<file path="src/rtl/mul_unit.sv">
// mul_unit: iterative shift-add 32x32 multiplier for MUL / UMULL / SMULL.
// One multiplier bit is consumed per RUN cycle. SMULL works on operand
// magnitudes and negates the 64-bit product in FIX when the signs differ.
// Optional build macro: MUL_EARLY_TERM_EN. When it is defined, RUN ends as
// soon as no set multiplier bits remain, and a zero multiplier skips RUN.
module mul_unit #(
   parameter int WIDTH = 32
) (
   input  logic             clk,
   input  logic             reset,
   input  logic             start,
   input  logic [2:0]       op,
   input  logic [WIDTH-1:0] a,
   input  logic [WIDTH-1:0] b,
   output logic             busy,
   output logic             done,
   output logic [WIDTH-1:0] result_lo,
   output logic [WIDTH-1:0] result_hi,
   output logic             neg,
   output logic             zero
);

   localparam int PW = 2 * WIDTH;

   localparam logic [2:0] OP_MUL   = 3'b100;
   localparam logic [2:0] OP_UMULL = 3'b101;
   localparam logic [2:0] OP_SMULL = 3'b110;

   typedef enum logic [1:0] {
      S_IDLE,
      S_RUN,
      S_FIX,
      S_DONE
   } state_t;

   state_t           r_state;
   state_t           w_state_next;

   logic [2:0]       r_op;
   logic [PW-1:0]    r_mcand;
   logic [WIDTH-1:0] r_mplr;
   logic             r_sign;
   logic [PW-1:0]    r_acc;
   logic [5:0]       r_cnt;
   logic [WIDTH-1:0] r_result_lo;
   logic [WIDTH-1:0] r_result_hi;
   logic             r_neg;
   logic             r_zero;

   logic             w_legal;
   logic             w_accept;
   logic             w_is_smull;
   logic [WIDTH-1:0] w_a_mag;
   logic [WIDTH-1:0] w_b_mag;
   logic [WIDTH-1:0] w_mplr_shift;
   logic [PW-1:0]    w_acc_add;
   logic [PW-1:0]    w_fixed;
   logic             w_last;
   logic             w_skip_run;

   // Operation decode and operand magnitudes (|-2^31| stays 0x80000000 as unsigned)
   assign w_legal      = (op == OP_MUL) || (op == OP_UMULL) || (op == OP_SMULL);
   assign w_accept     = start && w_legal && ((r_state == S_IDLE) || (r_state == S_DONE));
   assign w_is_smull   = (op == OP_SMULL);
   assign w_a_mag      = (w_is_smull && a[WIDTH-1]) ? (~a + 1'b1) : a;
   assign w_b_mag      = (w_is_smull && b[WIDTH-1]) ? (~b + 1'b1) : b;
   assign w_mplr_shift = r_mplr >> 1;
   assign w_acc_add    = r_mplr[0] ? (r_acc + r_mcand) : r_acc;
   assign w_fixed      = r_sign ? (~r_acc + 1'b1) : r_acc;

`ifdef MUL_EARLY_TERM_EN
   assign w_last     = (r_cnt == 6'(WIDTH - 1)) || (w_mplr_shift == '0);
   assign w_skip_run = (w_b_mag == '0);
`else
   assign w_last     = (r_cnt == 6'(WIDTH - 1));
   assign w_skip_run = 1'b0;
`endif

   // State register
   always_ff @(posedge clk or negedge reset) begin
      if (!reset) begin
         r_state <= S_IDLE;
      end else begin
         r_state <= w_state_next;
      end
   end

   // Next-state logic; a new start is only taken from IDLE or DONE
   always_comb begin
      w_state_next = r_state;
      case (r_state)
         S_IDLE, S_DONE: begin
            if (w_accept) begin
               w_state_next = w_skip_run ? S_FIX : S_RUN;
            end else begin
               w_state_next = S_IDLE;
            end
         end
         S_RUN: begin
            if (w_last) begin
               w_state_next = S_FIX;
            end
         end
         S_FIX: begin
            w_state_next = S_DONE;
         end
         default: begin
            w_state_next = S_IDLE;
         end
      endcase
   end

   // Datapath: operand load, shift-add iteration, sign fix and result capture
   always_ff @(posedge clk or negedge reset) begin
      if (!reset) begin
         r_op        <= 3'b000;
         r_mcand     <= '0;
         r_mplr      <= '0;
         r_sign      <= 1'b0;
         r_acc       <= '0;
         r_cnt       <= 6'd0;
         r_result_lo <= '0;
         r_result_hi <= '0;
         r_neg       <= 1'b0;
         r_zero      <= 1'b0;
      end else if (w_accept) begin
         r_op    <= op;
         r_mcand <= {{WIDTH{1'b0}}, w_a_mag};
         r_mplr  <= w_b_mag;
         r_sign  <= w_is_smull && (a[WIDTH-1] ^ b[WIDTH-1]);
         r_acc   <= '0;
         r_cnt   <= 6'd0;
      end else if (r_state == S_RUN) begin
         r_acc   <= w_acc_add;
         r_mcand <= r_mcand << 1;
         r_mplr  <= w_mplr_shift;
         r_cnt   <= r_cnt + 6'd1;
      end else if (r_state == S_FIX) begin
         r_result_lo <= w_fixed[WIDTH-1:0];
         if (r_op == OP_MUL) begin
            r_result_hi <= '0;
            r_neg       <= w_fixed[WIDTH-1];
            r_zero      <= (w_fixed[WIDTH-1:0] == '0);
         end else begin
            r_result_hi <= w_fixed[PW-1:WIDTH];
            r_neg       <= w_fixed[PW-1];
            r_zero      <= (w_fixed == '0);
         end
      end
   end

   // Outputs come only from registers
   assign busy      = (r_state == S_RUN) || (r_state == S_FIX);
   assign done      = (r_state == S_DONE);
   assign result_lo = r_result_lo;
   assign result_hi = r_result_hi;
   assign neg       = r_neg;
   assign zero      = r_zero;

endmodule

</file>
<file path="config.mk">
export PLATFORM = sky130hd
export DESIGN_NAME = mul_unit
export DESIGN_NICKNAME = d
export VERILOG_FILES = /design/src/rtl/mul_unit.sv
export SDC_FILE = /design/constraint.sdc
export NUM_CORES = 1
export LEC_CHECK = 0
export ABC_AREA = 1
export CAP_MARGIN = 20
export CORE_UTILIZATION = 35
export DETAILED_ROUTE_END_ITERATION = 7
export GPL_ROUTABILITY_DRIVEN = 1
export PLACE_DENSITY = 0.63
export SLEW_MARGIN = 20
export SYNTH_ARGS = -nofsm -noshare
export SYNTH_HDL_FRONTEND = slang
export SYNTH_SLANG_ARGS = --single-unit
</file>
<file path="constraint.sdc">
create_clock -name clk -period 3.33 [get_ports clk]
set_clock_uncertainty 0.2 [all_clocks]
set_input_delay 0.666 -clock clk [delete_from_list [all_inputs] [get_ports clk]]
set_output_delay 0.666 -clock clk [all_outputs]
set_load 0.02 [all_outputs]
</file>
# ---- Yosys cells after proc, flatten, opt, wreduce, memory -nomap -nowiden
# Index checks and enable logic that the tools add are counted.
# W data, S select, Z words.
dict set report totals {
  out_inout_bits 68
  register_bits 238
  inputBits 70
}
dict set report op_classes {
  addsub 5
  n_mux 18
  n_eq_ne 9
  reduce_logical 17
  bitwise_logic 6
}
# operator n
set ops {}
lappend ops {{$mux W64} 6}
lappend ops {{$mux W32} 5}
lappend ops {{$add A32 B1 Y32 const B} 2}
lappend ops {{$add A64 B1 Y64 const B} 1}
lappend ops {{$add A64 B64 Y64} 1}
lappend ops {{$logic_not A64 Y1} 1}
lappend ops {{$not A32 Y32} 2}
lappend ops {{$not A64 Y64} 1}
lappend ops {{$logic_not A32 Y1} 1}
lappend ops {{$eq A3 B3 Y1 const B} 4}
lappend ops {{$mux W6} 2}
lappend ops {{$add A6 B1 Y6 const B} 1}
lappend ops {{$eq A6 B5 Y1 const B} 1}
lappend ops {{$pmux W2 S3} 1}
lappend ops {{$logic_and A1 B1 Y1} 5}
lappend ops {{$eq A2 B2 Y1 const B} 2}
lappend ops {{$logic_or A1 B1 Y1} 4}
lappend ops {{$reduce_bool A2 Y1} 2}
lappend ops {{$mux W1} 3}
lappend ops {{$reduce_and A3 Y1} 1}
lappend ops {{$eq A2 B1 Y1 const B} 1}
lappend ops {{$logic_not A2 Y1} 1}
lappend ops {{$mux W2} 1}
lappend ops {{$ne A2 B2 Y1 const B} 1}
lappend ops {{other kinds (4)} 5}

# ---- Longest topological paths before layout
dict set report logic_depth {
  depth_word 7
  mapped_depth 21
  depth_no_buf 21
}

# ---- Least setup slack after synthesis
# No wires, ideal clock.
dict set report synth_path {
  path_kind {reg-to-reg}
  start {register r_mcand[0]}
  end {register r_acc[34]}
  arrival_time_ns 2.134
  path_stages_with_launch 17
  required_time_ns 3.000
  path_slack_ns 0.866
  setup_time_ns 0.130
  n_path_buf 0
  synth_period_minus_slack_ns 2.464
  cell_sequence {dfrtp_1 > ha_1 > fa_1 > nand2_1 > inv_1 > nand2_1 > nand2_1 > nand2_1 > nand2_1 > nand2_1 > nand2_1 > a21o_1 > nand3_1 > nand2_1 > or2_2 > nand3_1 > o21ai_0}
}
dict set report synth_via {
  elab_chain_len 4
}
# element line
set synth_lines {}
lappend synth_lines {{start: declaration} 40} ;# logic [PW-1:0] r_mcand;
lappend synth_lines {{start signal: assignment} 128} ;# r_mcand <= {{WIDTH{1'b0}}, w_a_mag};
lappend synth_lines {{start signal: assignment} 135} ;# r_mcand <= r_mcand << 1;
lappend synth_lines {{$add A64 B64 Y64} 68} ;# assign w_acc_add = r_mplr[0] ? (r_acc + r_mcand) : r_acc;
lappend synth_lines {{$mux W64} 68}
lappend synth_lines {{$mux W64} 133} ;# end else if (r_state == S_RUN) begin
lappend synth_lines {{$mux W64} 126} ;# end else if (w_accept) begin
lappend synth_lines {{end signal: assignment} 134} ;# r_acc <= w_acc_add;
lappend synth_lines {{end: declaration} 43} ;# logic [PW-1:0] r_acc;
# No other way between the ends. The select of a mux whose other input is x is not followed.
# A chain may end at the register's enable or synchronous reset.

# ---- Worst setup path after layout
dict set report layout_path {
  start {register r_mcand[0]}
  end {register r_acc[48]}
}
# The elaborated chain is that of the path after synthesis.

==> metrics <==
Worst R2R Start=r_mcand[0]$_DFFE_PN0P_; dpl cells=3432; Die Footprint=~0.052 mm^2; Clock Tree Root=clkbuf_16; DR vias/cell=5.15; switching portion of total power=50.9%; register share of total power=25.6%; R2R cell count=17; Post-Syn Area=~0.018 mm^2; Cells after Synth=about 2700; crit path time final=3.04 ns; fillers=5231; Final Util=42.2%; share of the synthesized area in the top cell type=33.4%; worst min path class=reg -> reg; largest net degree at the start of global routing=94; Tcrit/Tclk final=91.2%; Pre-antenna DRT Iters=5; initial antenna violation count=2; synth cell count leaders=nand2_1, nor2_1, inv_1; status=complete, no violations; type of origin of the critical path=register; Area Overhead vs Synth=18.8%; Comb power frac=57.7%; flop2flop setup slack=0.29 ns; Placeable Area=around 0.05 mm^2; Setup-failing EPs final=0; main area contributors after synthesis=dfrtp_1, nand2_1, nor2_1; largest delay contributor family on the critical path=simple AND/OR/NAND/NOR gates; hold_buf cts=1; Req. time, crit path=3.63 ns; fmax=~0.33 GHz; H-tree depth=1; initial core utilization=35.5%; setup_tns=0 ns; crit path kind=reg -> reg; clk_lat worst skew=0.60 ns; Critical Path Sink Type=register; Routed WL per cell=17.1 um; Slew Viols, Final=0; Post-synth ARST share=100%; Num CTS Buffers=31; Worst Hold End=r_op[2]$_DFFE_PN0P_; clk buf depth=3; vias in the first global route=17334; Ports=138; pwr dens=1010 mW/mm^2; drt total wl=59600 um; initial drt markers=1350; crit-path max cell delay=~0.44 ns; Total Routing Usage GR=23.5%; I/O Buffers=between 100 and 150; drc violations=0; top_reg_cell synth=dfrtp_1; Netlist cell types=50; layout cells sized above 1=between 5 and 6%; RR Endpoint=r_acc[48]$_DFFE_PN0P_; worst hold path depth=2; clk slew on worst S/H paths=about 0.060 ns; Final ANT Viol Nets=0; # nets final=2936; most used cell, CP=nand2_1; Die Width=228 um; Slew Limit Headroom=45.3%; Ant. Diodes=0; final hold violation count=0; crit path max fanout=4; Net Switching=10.9 mW; WP buf/inv=1; Hold Startpoint=r_op[2]$_DFFE_PN0P_; most common cell in the synthesized netlist=nand2_1; Post-synth EDFFs=0; post_cts resized=0; peak supply drop=0.000582 V; Setup Fix Bufs, Post-CTS=0; CP arrival=between 3 and 4 ns; synthesized net count=2809; Non-Filler Instances=3491; CP cell instances=ha_1 -> fa_1 -> nand2_1 -> inv_1 -> nand2_1 -> nand2_1 -> nand2_1 -> nand2_1 -> nand2_1 -> nand2_1 -> nand2_1 -> nand3_1 -> a21oi_1 -> o21ai_0 -> nand2_1 -> nand2_1 -> o21ai_0; CTS tree=yes; largest area contributor in the netlist=dfrtp_1; Synth Warn #=0; Clock Sinks=~240; Seq/Total Area, Yosys=33.4%; syn avg cell area=6.68 um^2; total grt overflow=0; Yosys reg bits=238; gpl congestion=between 1 and 1.5; total number of vias=about 18000; Die Y=~230 um; Int Power=10.5 mW; MaxCap Viol Count=0; Crit-path slowest cell=a21oi_1; clock power share=16.7%; unrepaired setup endpoints after global routing=no; HPWL after detailed placement=roughly 48000 um; Rows=~80; Overall Power=21.4 mW; Leak Pwr=roughly 10 nW; first-pass GRT wire length=95100 um; Worst Tran Pin Value=0.820 ns
## kinds of logic (layout without fill, tap and decap cells)
| family | after synthesis | in the layout | share of synthesized area, % |
|---|---|---|---|
| AOI/OAI and AO/OA | 555 | 555 | 18.1 |
| and+or+nand+nor | 1358 | 1358 | 31.6 |
| xor gates and xnor gates | 80 | 80 | 3.93 |
| adders and majority gates | 72 | 72 | 5.10 |
| DFF | 238 | 238 | 33.4 |
| buffers and inverters | 364 | 516 | 7.83 |
## power groups by stage
stage               logic (mW)  registers (mW)  clock network (mW)
global route              14.0            5.64                3.78
finish                    12.4            5.49                3.57
CTS                       12.3            5.46                3.65
floorplan                 8.37            5.24                   0
global placement          12.1            5.46                   0
detailed placement        12.3            5.50                   0
## stage by stage
step	instance area [um^2]	setup slack, ns	hold slack [ns]
after floorplan	17800	0.866	0.170
after global placement	20100	0.222	0.238
after detailed placement	20100	0.200	0.243
after CTS	21200	0.338	0.258
after global routing	21200	0.0575	0.292
final	21200	0.292	0.255
## flip-flops by register name, summed over array words and instances (netlist names)
name / count
r_mcand: 64
r_sign: 1
neg: 1
r_acc: 64
result_lo: 32
result_hi: 32
zero: 1
r_state: 2
r_mplr: 32
r_op: 3
r_cnt: 6
## layout make-up
type / instances / area, um^2 / area share [%]
well taps: 672 / 841 / 3.97
clock inverters: 21 / 270 / 1.28
clock buffers: 37 / 828 / 3.91
flip-flops and latches: 238 / 5960 / 28.1
repair buffers: 171 / 1710 / 8.07
multi-input cells: 2065 / 10500 / 49.5
inverters: 287 / 1080 / 5.09
## layout by cell type (no fill, tap or decap), types with 34 or more instances in the layout
| cell | instances |
|---|---|
| a21oi_1 | 134 |
| a22o_1 | 34 |
| clkdlybuf4s50_1 | 136 |
| dfrtp_1 | 237 |
| ha_1 | 71 |
| inv_1 | 279 |
| nand2_1 | 744 |
| nand3_1 | 121 |
| nor2_1 | 354 |
| o21ai_0 | 244 |
| xor2_1 | 61 |
## tightest hold or removal path, stage by stage, from the launching register on
cell     delay [ns]
dfrtp_1        0.32
inv_1          0.05
nand2_1        0.06
## metal layers
| metal | track usage (%) | wire length, um |
|---|---|---|
| met1 | 32.8 | 28000 |
| met2 | 37.9 | 26300 |
| met3 | 3.03 | 3730 |
| met4 | 6.56 | 1480 |
| met5 | 0 | 13 |
## how the worst max path moves through the flow
stage               cells past startpoint                   start                      to
floorplan                              16  r_mcand[0]$_DFFE_PN0P_   r_acc[34]$_DFFE_PN0P_
global placement                       16                    b[0]  r_mplr[24]$_DFFE_PN0P_
detailed placement                     16                    b[1]  r_mplr[24]$_DFFE_PN0P_
CTS                                     4  r_state[0]$_DFFE_PN0P_                    busy
global route                           17  r_mcand[0]$_DFFE_PN0P_   r_acc[48]$_DFFE_PN0P_
finish                                 17  r_mcand[0]$_DFFE_PN0P_   r_acc[48]$_DFFE_PN0P_
Note: power is estimated with default switching activity, not from simulation.
